`config.mk`:
```
export PLATFORM = sky130hd
export DESIGN_NAME = utim64_master_flat
export DESIGN_NICKNAME = d
export VERILOG_FILES = /design/src/rtl/utim64_master_if.sv /design/src/rtl/utim64_master.sv /design/src/flat_wrapper.sv
export SDC_FILE = /design/constraint.sdc
export NUM_CORES = 1
export LEC_CHECK = 0
export CAP_MARGIN = 40
export CORE_UTILIZATION = 50
export CTS_BUF_LIST = sky130_fd_sc_hd__clkbuf_16
export CTS_CLUSTER_SIZE = 20
export DETAILED_ROUTE_END_ITERATION = 16
export HOLD_SLACK_MARGIN = 0.12
export PLACE_DENSITY = 0.77
export SLEW_MARGIN = 25
export SYNTH_ARGS = -nofsm -noshare
export SYNTH_HDL_FRONTEND = slang
export SYNTH_SLANG_ARGS = --single-unit
```
`constraint.sdc`:
```
create_clock -name iTIMER_CLOCK -period 2.6 [get_ports iTIMER_CLOCK]
set_clock_uncertainty 0.05 [all_clocks]
set_input_delay 0.52 -clock iTIMER_CLOCK [delete_from_list [all_inputs] [get_ports iTIMER_CLOCK]]
set_output_delay 0.52 -clock iTIMER_CLOCK [all_outputs]
set_load 0.02 [all_outputs]
```
`src/rtl/utim64_master_if.sv`:
```
// rtl/utim64_master_if.sv - command, completion and timer request/response bundle for utim64_master
interface utim64_master_if;
  logic        iCMD_VALID;
  logic        oCMD_BUSY;
  logic [1:0]  iCMD_OP;
  logic [1:0]  iCMD_CH;
  logic [3:0]  iCMD_CONF;
  logic [63:0] iCMD_DATA;
  logic        oRSP_VALID;
  logic        oRSP_ERR;
  logic [63:0] oRSP_DATA;
  logic        oREQ_VALID;
  logic        iREQ_BUSY;
  logic        oREQ_RW;
  logic [3:0]  oREQ_ADDR;
  logic [31:0] oREQ_DATA;
  logic        iREQ_VALID;
  logic [31:0] iREQ_DATA;

  modport master (
    input  iCMD_VALID, iCMD_OP, iCMD_CH, iCMD_CONF, iCMD_DATA,
    output oCMD_BUSY, oRSP_VALID, oRSP_ERR, oRSP_DATA,
    output oREQ_VALID, oREQ_RW, oREQ_ADDR, oREQ_DATA,
    input  iREQ_BUSY, iREQ_VALID, iREQ_DATA
  );

  modport slave (
    output iCMD_VALID, iCMD_OP, iCMD_CH, iCMD_CONF, iCMD_DATA,
    input  oCMD_BUSY, oRSP_VALID, oRSP_ERR, oRSP_DATA,
    input  oREQ_VALID, oREQ_RW, oREQ_ADDR, oREQ_DATA,
    output iREQ_BUSY, iREQ_VALID, iREQ_DATA
  );
endinterface

```
`src/rtl/utim64_master.sv`:
```
// rtl/utim64_master.sv - 64-bit timer command master issuing 32-bit register beats
// Optional WAIT timeout enabled by defining UTIM64_MASTER_TIMEOUT_EN.
module utim64_master (
  input logic             iTIMER_CLOCK,
  input logic             inRESET,
  utim64_master_if.master bus
);
  typedef enum logic [1:0] {IDLE, ISSUE, WAIT, DONE} state_t;

  state_t      state_q, state_d;
  logic [1:0]  op_q, ch_q;
  logic [3:0]  conf_q;
  logic [63:0] data_q;
  logic [1:0]  beat_q;
  logic [1:0]  outst_q, outst_d;
  logic        rd_idx_q;
  logic [63:0] acc_q;
  logic [63:0] rsp_data_q;

  logic        beat_rw, beat_last;
  logic [3:0]  beat_addr;
  logic [31:0] beat_data;
  logic        issue, rsp_take, timeout;

  always_comb begin
    beat_rw   = 1'b1;
    beat_addr = 4'h0;
    beat_data = 32'h0;
    beat_last = 1'b0;
    case (op_q)
      2'd0: case (beat_q)
        2'd0:    begin beat_addr = 4'h1; beat_data = data_q[31:0];  end
        2'd1:    begin beat_addr = 4'h2; beat_data = data_q[63:32]; end
        default: begin beat_addr = 4'h0; beat_data = {31'b0, conf_q[0]}; beat_last = 1'b1; end
      endcase
      2'd1: case (beat_q)
        2'd0:    begin beat_addr = 4'h3 + {1'b0, ch_q, 1'b0}; beat_data = data_q[31:0];  end
        2'd1:    begin beat_addr = 4'h4 + {1'b0, ch_q, 1'b0}; beat_data = data_q[63:32]; end
        default: begin beat_addr = 4'hB + {2'b00, ch_q}; beat_data = {28'b0, conf_q}; beat_last = 1'b1; end
      endcase
      2'd2: begin
        beat_rw   = 1'b0;
        beat_addr = (beat_q == 2'd0) ? 4'h1 : 4'h2;
        beat_last = (beat_q != 2'd0);
      end
      default: begin
        beat_rw   = 1'b0;
        beat_addr = data_q[3:0];
        beat_last = 1'b1;
      end
    endcase
  end

  assign issue    = (state_q == ISSUE) && !bus.iREQ_BUSY;
  // A zero count means nothing is in flight, so stray beats cannot underflow it.
  assign rsp_take = bus.iREQ_VALID && (outst_q != 2'd0);

  always_comb begin
    outst_d = outst_q;
    if (issue && !rsp_take)
      outst_d = outst_q + 2'd1;
    else if (!issue && rsp_take)
      outst_d = outst_q - 2'd1;
    if (timeout)
      outst_d = 2'd0;
  end

  always_ff @(posedge iTIMER_CLOCK or negedge inRESET) begin
    if (!inRESET)
      state_q <= IDLE;
    else
      state_q <= state_d;
  end

  always_comb begin
    state_d = state_q;
    case (state_q)
      IDLE:    if (bus.iCMD_VALID) state_d = ISSUE;
      ISSUE:   if (issue && beat_last) state_d = WAIT;
      WAIT:    if (outst_q == 2'd0 || timeout) state_d = DONE;
      default: state_d = IDLE;
    endcase
  end

  always_comb begin
    bus.oCMD_BUSY  = (state_q != IDLE);
    bus.oREQ_VALID = issue;
    bus.oREQ_RW    = (state_q == ISSUE) ? beat_rw : 1'b0;
    bus.oREQ_ADDR  = (state_q == ISSUE) ? beat_addr : 4'h0;
    bus.oREQ_DATA  = (state_q == ISSUE) ? beat_data : 32'h0;
    bus.oRSP_VALID = (state_q == DONE);
    bus.oRSP_DATA  = rsp_data_q;
  end

  always_ff @(posedge iTIMER_CLOCK or negedge inRESET) begin
    if (!inRESET) begin
      op_q       <= '0;
      ch_q       <= '0;
      conf_q     <= '0;
      data_q     <= '0;
      beat_q     <= '0;
      outst_q    <= '0;
      rd_idx_q   <= 1'b0;
      acc_q      <= '0;
      rsp_data_q <= '0;
    end else begin
      outst_q <= outst_d;
      if (state_q == IDLE && bus.iCMD_VALID) begin
        op_q     <= bus.iCMD_OP;
        ch_q     <= bus.iCMD_CH;
        conf_q   <= bus.iCMD_CONF;
        data_q   <= bus.iCMD_DATA;
        beat_q   <= '0;
        rd_idx_q <= 1'b0;
        acc_q    <= '0;
      end else if (issue) begin
        beat_q <= beat_q + 2'd1;
      end
      // Only read ops (op[1]=1) keep response data; write acks are dropped.
      if (rsp_take && op_q[1]) begin
        if (rd_idx_q)
          acc_q[63:32] <= bus.iREQ_DATA;
        else
          acc_q[31:0]  <= bus.iREQ_DATA;
        rd_idx_q <= 1'b1;
      end
      if (state_q == WAIT && state_d == DONE)
        rsp_data_q <= timeout ? 64'h0 : acc_q;
    end
  end

`ifdef UTIM64_MASTER_TIMEOUT_EN
  logic [7:0] to_q;
  logic       err_q;

  assign timeout = (state_q == WAIT) && (outst_q != 2'd0) && (to_q == 8'd255);

  // Held at 0 outside WAIT so the first WAIT cycle sees 0; DONE follows 256 quiet cycles later.
  always_ff @(posedge iTIMER_CLOCK or negedge inRESET) begin
    if (!inRESET) begin
      to_q  <= '0;
      err_q <= 1'b0;
    end else begin
      if (state_q != WAIT || bus.iREQ_VALID)
        to_q <= '0;
      else
        to_q <= to_q + 8'd1;
      if (state_q == WAIT && state_d == DONE)
        err_q <= timeout;
    end
  end

  assign bus.oRSP_ERR = (state_q == DONE) && err_q;
`else
  assign timeout      = 1'b0;
  assign bus.oRSP_ERR = 1'b0;
`endif
endmodule
```
`src/flat_wrapper.sv`:
```
// flat-port wrapper written by rule: the top's interface ports become plain ports
module utim64_master_flat 
  (iTIMER_CLOCK, inRESET, bus_iCMD_VALID, bus_iCMD_OP, bus_iCMD_CH, bus_iCMD_CONF, bus_iCMD_DATA, bus_oCMD_BUSY, bus_oRSP_VALID, bus_oRSP_ERR, bus_oRSP_DATA, bus_oREQ_VALID, bus_oREQ_RW, bus_oREQ_ADDR, bus_oREQ_DATA, bus_iREQ_BUSY, bus_iREQ_VALID, bus_iREQ_DATA);
  utim64_master_if bus_i ();
  input logic iTIMER_CLOCK;
  input logic inRESET;
  input wire logic [$bits(bus_i.iCMD_VALID)-1:0] bus_iCMD_VALID;
  input wire logic [$bits(bus_i.iCMD_OP)-1:0] bus_iCMD_OP;
  input wire logic [$bits(bus_i.iCMD_CH)-1:0] bus_iCMD_CH;
  input wire logic [$bits(bus_i.iCMD_CONF)-1:0] bus_iCMD_CONF;
  input wire logic [$bits(bus_i.iCMD_DATA)-1:0] bus_iCMD_DATA;
  output wire logic [$bits(bus_i.oCMD_BUSY)-1:0] bus_oCMD_BUSY;
  output wire logic [$bits(bus_i.oRSP_VALID)-1:0] bus_oRSP_VALID;
  output wire logic [$bits(bus_i.oRSP_ERR)-1:0] bus_oRSP_ERR;
  output wire logic [$bits(bus_i.oRSP_DATA)-1:0] bus_oRSP_DATA;
  output wire logic [$bits(bus_i.oREQ_VALID)-1:0] bus_oREQ_VALID;
  output wire logic [$bits(bus_i.oREQ_RW)-1:0] bus_oREQ_RW;
  output wire logic [$bits(bus_i.oREQ_ADDR)-1:0] bus_oREQ_ADDR;
  output wire logic [$bits(bus_i.oREQ_DATA)-1:0] bus_oREQ_DATA;
  input wire logic [$bits(bus_i.iREQ_BUSY)-1:0] bus_iREQ_BUSY;
  input wire logic [$bits(bus_i.iREQ_VALID)-1:0] bus_iREQ_VALID;
  input wire logic [$bits(bus_i.iREQ_DATA)-1:0] bus_iREQ_DATA;
  assign bus_i.iCMD_VALID = bus_iCMD_VALID;
  assign bus_i.iCMD_OP = bus_iCMD_OP;
  assign bus_i.iCMD_CH = bus_iCMD_CH;
  assign bus_i.iCMD_CONF = bus_iCMD_CONF;
  assign bus_i.iCMD_DATA = bus_iCMD_DATA;
  assign bus_oCMD_BUSY = bus_i.oCMD_BUSY;
  assign bus_oRSP_VALID = bus_i.oRSP_VALID;
  assign bus_oRSP_ERR = bus_i.oRSP_ERR;
  assign bus_oRSP_DATA = bus_i.oRSP_DATA;
  assign bus_oREQ_VALID = bus_i.oREQ_VALID;
  assign bus_oREQ_RW = bus_i.oREQ_RW;
  assign bus_oREQ_ADDR = bus_i.oREQ_ADDR;
  assign bus_oREQ_DATA = bus_i.oREQ_DATA;
  assign bus_i.iREQ_BUSY = bus_iREQ_BUSY;
  assign bus_i.iREQ_VALID = bus_iREQ_VALID;
  assign bus_i.iREQ_DATA = bus_iREQ_DATA;
  utim64_master u_core (.iTIMER_CLOCK(iTIMER_CLOCK), .inRESET(inRESET), .bus(bus_i));
endmodule
```
==> results of run 1 <==
layout make-up:
| type | instances | area [um^2] | share of cell area, % |
|---|---|---|---|
| flip-flops and latches | 207 | 5180 | 43.0 |
| clock buffers | 22 | 551 | 4.57 |
| inverters | 42 | 158 | 1.31 |
| clock inverters | 17 | 140 | 1.16 |
| diodes | 1 | 2.50 | 0.0208 |
| repair buffers | 243 | 2310 | 19.2 |
| multi-input cells | 390 | 3420 | 28.4 |
| well taps | 225 | 282 | 2.34 |
flip-flops by register name, indices dropped and copies added (netlist names):
register	flops
u_core.ch_q	2
u_core.acc_q	64
u_core.beat_q	2
u_core.bus.oRSP_DATA	64
u_core.data_q	64
u_core.state_q	2
u_core.outst_q	2
u_core.op_q	2
u_core.rd_idx_q	1
u_core.conf_q	4
logic make-up after synthesis:
| kind of cell | count (synthesis) | synth area share (%) |
|---|---|---|
| adder cells (fa/ha/maj) | 6 | 0.840 |
| multiplexers | 169 | 23.6 |
| AND/OR/NAND/NOR | 127 | 6.21 |
| flip-flops | 207 | 57.9 |
| other | 1 | 0.0419 |
| XOR/XNOR | 4 | 0.392 |
| buffers and inverters | 89 | 4.83 |
| AO/OA/AOI/OAI | 83 | 6.20 |
worst max-delay path, cell delays in order, from the launching register on:
cell	delay [ns]
dfrtp_1	0.37
inv_2	0.08
ha_4	0.20
nor2b_1	0.14
o311a_1	0.31
a211oi_2	0.23
buf_4	0.18
where the power goes:
part / total (mW) / switching (mW) / internal (mW) / leakage [nW]
registers: 5.32 / 0.839 / 4.48 / 2.65
logic: 5.80 / 2.81 / 2.98 / 2.74
clock network: 3.00 / 1.26 / 1.74 / 0.348
total: 14.1 / 4.92 / 9.21 / 5.74
layout by cell type (no fill, tap or decap), types with 2 or more instances in the layout:
| cell | n |
|---|---|
| a211oi_1 | 2 |
| a211oi_2 | 2 |
| a221oi_1 | 2 |
| a222oi_1 | 3 |
| a22oi_1 | 29 |
| buf_12 | 9 |
| buf_2 | 25 |
| buf_4 | 22 |
| bufinv_16 | 2 |
| clkbuf_16 | 22 |
| clkbuf_2 | 6 |
| clkdlybuf4s50_1 | 173 |
| clkinv_1 | 5 |
| clkinv_2 | 6 |
| dfrtp_1 | 207 |
| dlygate4sd2_1 | 4 |
| ha_1 | 3 |
| ha_4 | 3 |
| inv_1 | 42 |
| inv_2 | 2 |
| mux2_2 | 71 |
| mux2_4 | 65 |
| mux2i_1 | 33 |
| nand2_1 | 43 |
| nand2b_1 | 2 |
| nand3_1 | 32 |
| nor2_1 | 37 |
| nor2b_1 | 3 |
| o211ai_1 | 2 |
| o21ai_0 | 35 |
| o221ai_1 | 2 |
| xnor2_1 | 2 |
| xor2_1 | 2 |
path summary, 6_finish.rpt:
check / start / endpoint / cells after the start
worst max-delay path: u_core.beat_q[1] / bus_oREQ_ADDR[1] / 6
worst min-delay path: u_core.acc_q[58] / u_core.acc_q[58] / 2
worst max register to register: u_core.state_q[1] / u_core.acc_q[41] / 6
worst min register to register: u_core.acc_q[58] / u_core.acc_q[58] / 2
max in group asynchronous: inRESET / u_core.bus.oRSP_DATA[52] / 3
min in group asynchronous: inRESET / u_core.acc_q[46] / 2
per-layer routing:
layer  GRT usage [%]  vias up  wire [um]
met2            41.8      158      11100
met4            8.30        0        606
met5               0        -          0
li1                -     2803          -
met1            30.8     3103       9050
met3            4.26       46        961
through the flow:
stage / util (%) / setup TNS (ns)
2_1_floorplan: - / 0
3_3_place_gp: 65.8 / 0
3_5_place_dp: 65.8 / -0.191
4_1_cts: 69.8 / -0.0165
5_1_grt: 69.4 / -0.235
6_report: 69.4 / 0
synthesized netlist by cell type (2+ instances only):
cell        n
mux2_4     65
inv_1      42
nor2_1     38
buf_4       6
a221oi_1    2
buf_2      12
clkbuf_1   19
o221ai_1    2
nor2b_1     4
dfrtp_1   207
a22oi_1    30
a222oi_1    3
buf_1       2
mux2_2     71
nor3b_1     2
o21ai_0    35
nand2_1    43
a211oi_1    4
nand2b_1    2
xnor2_1     2
buf_6       8
ha_1        6
xor2_1      2
o211ai_1    2
nand3_1    32
mux2i_1    33
timing repair:
item                       4_1_cts  5_1_grt
pin swaps                        1        2
gates resized for setup        121       34
hold endpoints to repair        43        0
setup endpoints to repair       38       31
hold buffers                     1        0
buffers inserted                 0        0
==> results.toml, run 1 <==
[run_status]
status = "complete, no violations"

[logic_synthesis]
yosysSeqAreaShare_pct = 57.9
syn-cell-area_um2 = 8940
synth_top_area_share_pct = 57.9
synth.avg_cell_area_um2 = 13.0
synth_top_area_cell = "dfrtp_1"
synth_async_sr_flop_share_pct = 100
ys_warn_count = 0
synthFlopType = "dfrtp_1"
synthCells = 686
synth-edff-count = 0
synthTopCellsByArea = "dfrtp_1, mux2_4, mux2_2"
syn_nets = 801
ys_ff_latch = 207
synth_cell_type_count = 38

[clock_tree]
htree_levels = 1
cts.sinks = 207
cts-root-buf = "clkbuf_16"
path_clk_slew_ns = 0.06
cts_buffers = 22
cts.path.max_buffers = 3
cts_tree = "done"
clk_latency_ns = 0.50

[power]
peakVddDrop_mv = 0.781
p_per_area_nw_per_um2 = 1170
power_leakage_nw = 5.74
finalPower_mw = 14.1

[global_route]
grt_pass1_wl_um = 34800
grt_usage_pct = 24.3
overflow = 0
grt_antenna_before_repair = 1
grt_start_max_net_pins = 68
grt_pass1_vias = 6554

[routing]
drtIter0Drc = 261
drt-wirelength-per-cell_um = 18.9
wl_um = 21700
drtPass1Iterations = 4
via_count = 6110
viasPerCell = 5.33
drtAntennaViolNets = 0
drc = 0

[finish]
layout.nets = 1021
finalNonFillerCells = 1147
stdcell_area_um2 = 12000
n_fill_cell = 1212
layout-drive-gt1-share_pct = 26.9
area_growth_pct = 34.7

[sta]
fin_ws_ns = 0.0242
worstMarginPinSlew_ns = 0.586
relSlewSlack_pct = 60.9
final-hold-violation-count = 0
finalSetupViolCount = 0
grt_setup_unrepaired = "yes"
hold_slack_ns = 0.451
fmax_ghz = 0.388
fin_crit_sh_pct = 99.1
slew_viol_final = 0
finalCriticalPeriod_ns = 2.58

[worst_setup_path]
crit_type = "reg -> out"
arrival_ns = 2.01
cp-end-kind = "primary output"
rrSetupSlack_ns = 0.67
crit_required_ns = 2.03
start_kind = "flip-flop"
crit_fanout = 9

[run]
drv_cap = 0

[worst_hold_path]
worst_hold_path_type = "reg -> reg"

[placement]
dpl_cell_area_um2 = 11400
pre_cts_ws_ns = -0.0476
dp_cells = 1106
dp_hpwl_um = 14800
portBuffers = 212
place_congestion = 0.857

[floorplan]
die_w_um = 136
ios = 214
die_h_um = 136
start_util_pct = 51.5
dieArea_um2 = 18400
rows = 48
core_um2 = 17400
Power figures use the tool's default switching activity.
==> run 2: changes to the inputs <==
--- a/config.mk
+++ b/config.mk
@@ -6,6 +6,7 @@
 export NUM_CORES = 1
 export LEC_CHECK = 0
 export CAP_MARGIN = 40
+export CORE_MARGIN = 2
 export CORE_UTILIZATION = 50
 export CTS_BUF_LIST = sky130_fd_sc_hd__clkbuf_16
 export CTS_CLUSTER_SIZE = 20
==> results.toml, run 2 (same netlist as run 1, synthesis figures left out) <==
[run_status]
status = "finished with violations"
violations = "setup timing"

[routing]
wl_um = 22100
viasPerCell = 5.43
drtPass1Iterations = 5
drtIter0Drc = 331
via_count = 6252
drt-wirelength-per-cell_um = 19.2
drtAntennaViolNets = 0
drt-met1-wl_um = 8840
drc = 0
wl_met2_um = 11400
topRoutingLayerUsed = "met4"
wl_met3_um = 1030

[worst_setup_path]
cp-end-kind = "primary output"
slowest_stage = "dfrtp_1"
crit_family = "compound AO/OA/AOI/OAI gates"
crit_required_ns = 2.03
crit_fanout = 7
worst-path-buf-inv = 2
crit_type = "reg -> out"
crit_path_cell_trace = "buf_6 -> ha_4 -> nor2b_1 -> o311a_1 -> a211oi_2 -> buf_4"
start_kind = "flip-flop"
cp_slowest_stage_delay_ns = 0.41
arrival_ns = 2.04

[clock_tree]
cts.sinks = 207
cts_tree = "done"
cts-root-buf = "clkbuf_16"
cts.path.max_buffers = 3
path_clk_slew_ns = 0.06
cts_buffers = 22
htree_levels = 1
clk_latency_ns = 0.49

[floorplan]
dieArea_um2 = 19000
core_um2 = 17400
die_h_um = 138
die_w_um = 138
rows = 48
start_util_pct = 51.3
ios = 214

[finish]
layout-drive-gt1-share_pct = 25.8
area_growth_pct = 36.5
finalNonFillerCells = 1151
stdcell_area_um2 = 12200
n_fill_cell = 1227
layout.nets = 1026
final_common_cell = "dfrtp_1"
layout_common_cells = "dfrtp_1, clkdlybuf4s50_1, mux2_2, mux2_4, inv_1"

[global_route]
grt_antenna_before_repair = 1
grt_pass1_vias = 6435
grt_pass1_wl_um = 34600
overflow = 0
grt_usage_pct = 23.4
grt_start_max_net_pins = 77

[power]
p_per_area_nw_per_um2 = 1170
power_leakage_nw = 5.82
peakVddDrop_mv = 0.918

[sta]
worstMarginPinSlew_ns = 0.688
tns_ns = -0.00677
fin_ws_ns = -0.00677
finalSetupViolCount = 1
finalCriticalPeriod_ns = 2.61
fmax_ghz = 0.384
final-hold-violation-count = 0
relSlewSlack_pct = 54.1
fin_crit_sh_pct = 100
slew_viol_final = 0
grt_setup_unrepaired = "yes"

[placement]
pre_cts_ws_ns = -0.0928
portBuffers = 212
place_congestion = 0.886
dpl_cell_area_um2 = 11500
dp_hpwl_um = 14700
dp_cells = 1109

[worst_hold_path]
worst_hold_path_type = "reg -> reg"

[run]
drv_cap = 0
-- run 2: changes by cell type in the layout (fill, tap and decap cells not counted), sizes merged --
cell and delta:
dlygate4sd2 +8, clkdlybuf4s15 +7, buf -6, clkbuf -4, clkinv -3, inv +3
bufinv -1, clkinvlp -1, dlymetal6s2s +1
-- run 2: where the power goes --
part           internal (mW)  total [mW]  switching, mW
clock                   1.68        2.90           1.22
combinational           3.16        6.05           2.90
sequential              4.48        5.33          0.844
total                   9.32        14.3           4.96
-- run 2: area by class of cell --
| type | instances | area, um^2 | share of cell area (%) |
|---|---|---|---|
| Timing Repair Buffer | 248 | 2470 | 20.3 |
| Inverter | 42 | 158 | 1.29 |
| Clock inverter | 15 | 87.6 | 0.718 |
| Sequential cell | 207 | 5180 | 42.4 |
| Antenna cell | 1 | 2.50 | 0.0205 |
| Tap cell | 225 | 282 | 2.31 |
| Clock buffer | 23 | 576 | 4.72 |
| Multi-Input combinational cell | 390 | 3450 | 28.2 |
-- run 2: tightest hold or removal path, stage by stage, from the launching register on --
cell	delay, ns
dfrtp_1	0.34
nand3_1	0.06
o21ai_0	0.06
-- run 2: through the flow --
stage	hold WS, ns	utilization [%]	total power [mW]
after floorplan	0.174	-	8.81
after global placement	0.426	65.9	11.0
after detailed placement	0.437	65.9	11.2
after CTS	0.453	69.7	14.2
after global routing	0.460	70.1	15.0
final	0.449	70.1	14.3
-- run 2: repair_timing --
item,4_1_cts,5_1_grt
hold endpoints to repair,71,0
buffers inserted,1,1
pin swaps,1,4
cloned,0,0
gates resized for setup,109,24
hold buffers,1,0
setup endpoints to repair,37,30
-- run 2: routing by layer --
metal	up-vias	GRT usage, %
met5	-	0
li1	2802	-
met1	3175	29.6
met3	65	3.79
met2	210	40.5
met4	0	8.67
-- run 2: final timing paths --
| path | slack, ns | cells past startpoint | start | end |
|---|---|---|---|---|
| min in group asynchronous | 0.56 | 2 | inRESET | u_core.data_q[12] |
| worst min-delay path | 0.45 | 2 | u_core.acc_q[63] | u_core.acc_q[63] |
| worst max-delay path | -0.007 | 6 | u_core.beat_q[0] | bus_oREQ_ADDR[1] |
| worst min register to register | 0.45 | 2 | u_core.acc_q[63] | u_core.acc_q[63] |
| max in group asynchronous | 1.22 | 3 | inRESET | u_core.bus.oRSP_DATA[46] |
| worst max register to register | 0.68 | 6 | u_core.state_q[1] | u_core.acc_q[34] |
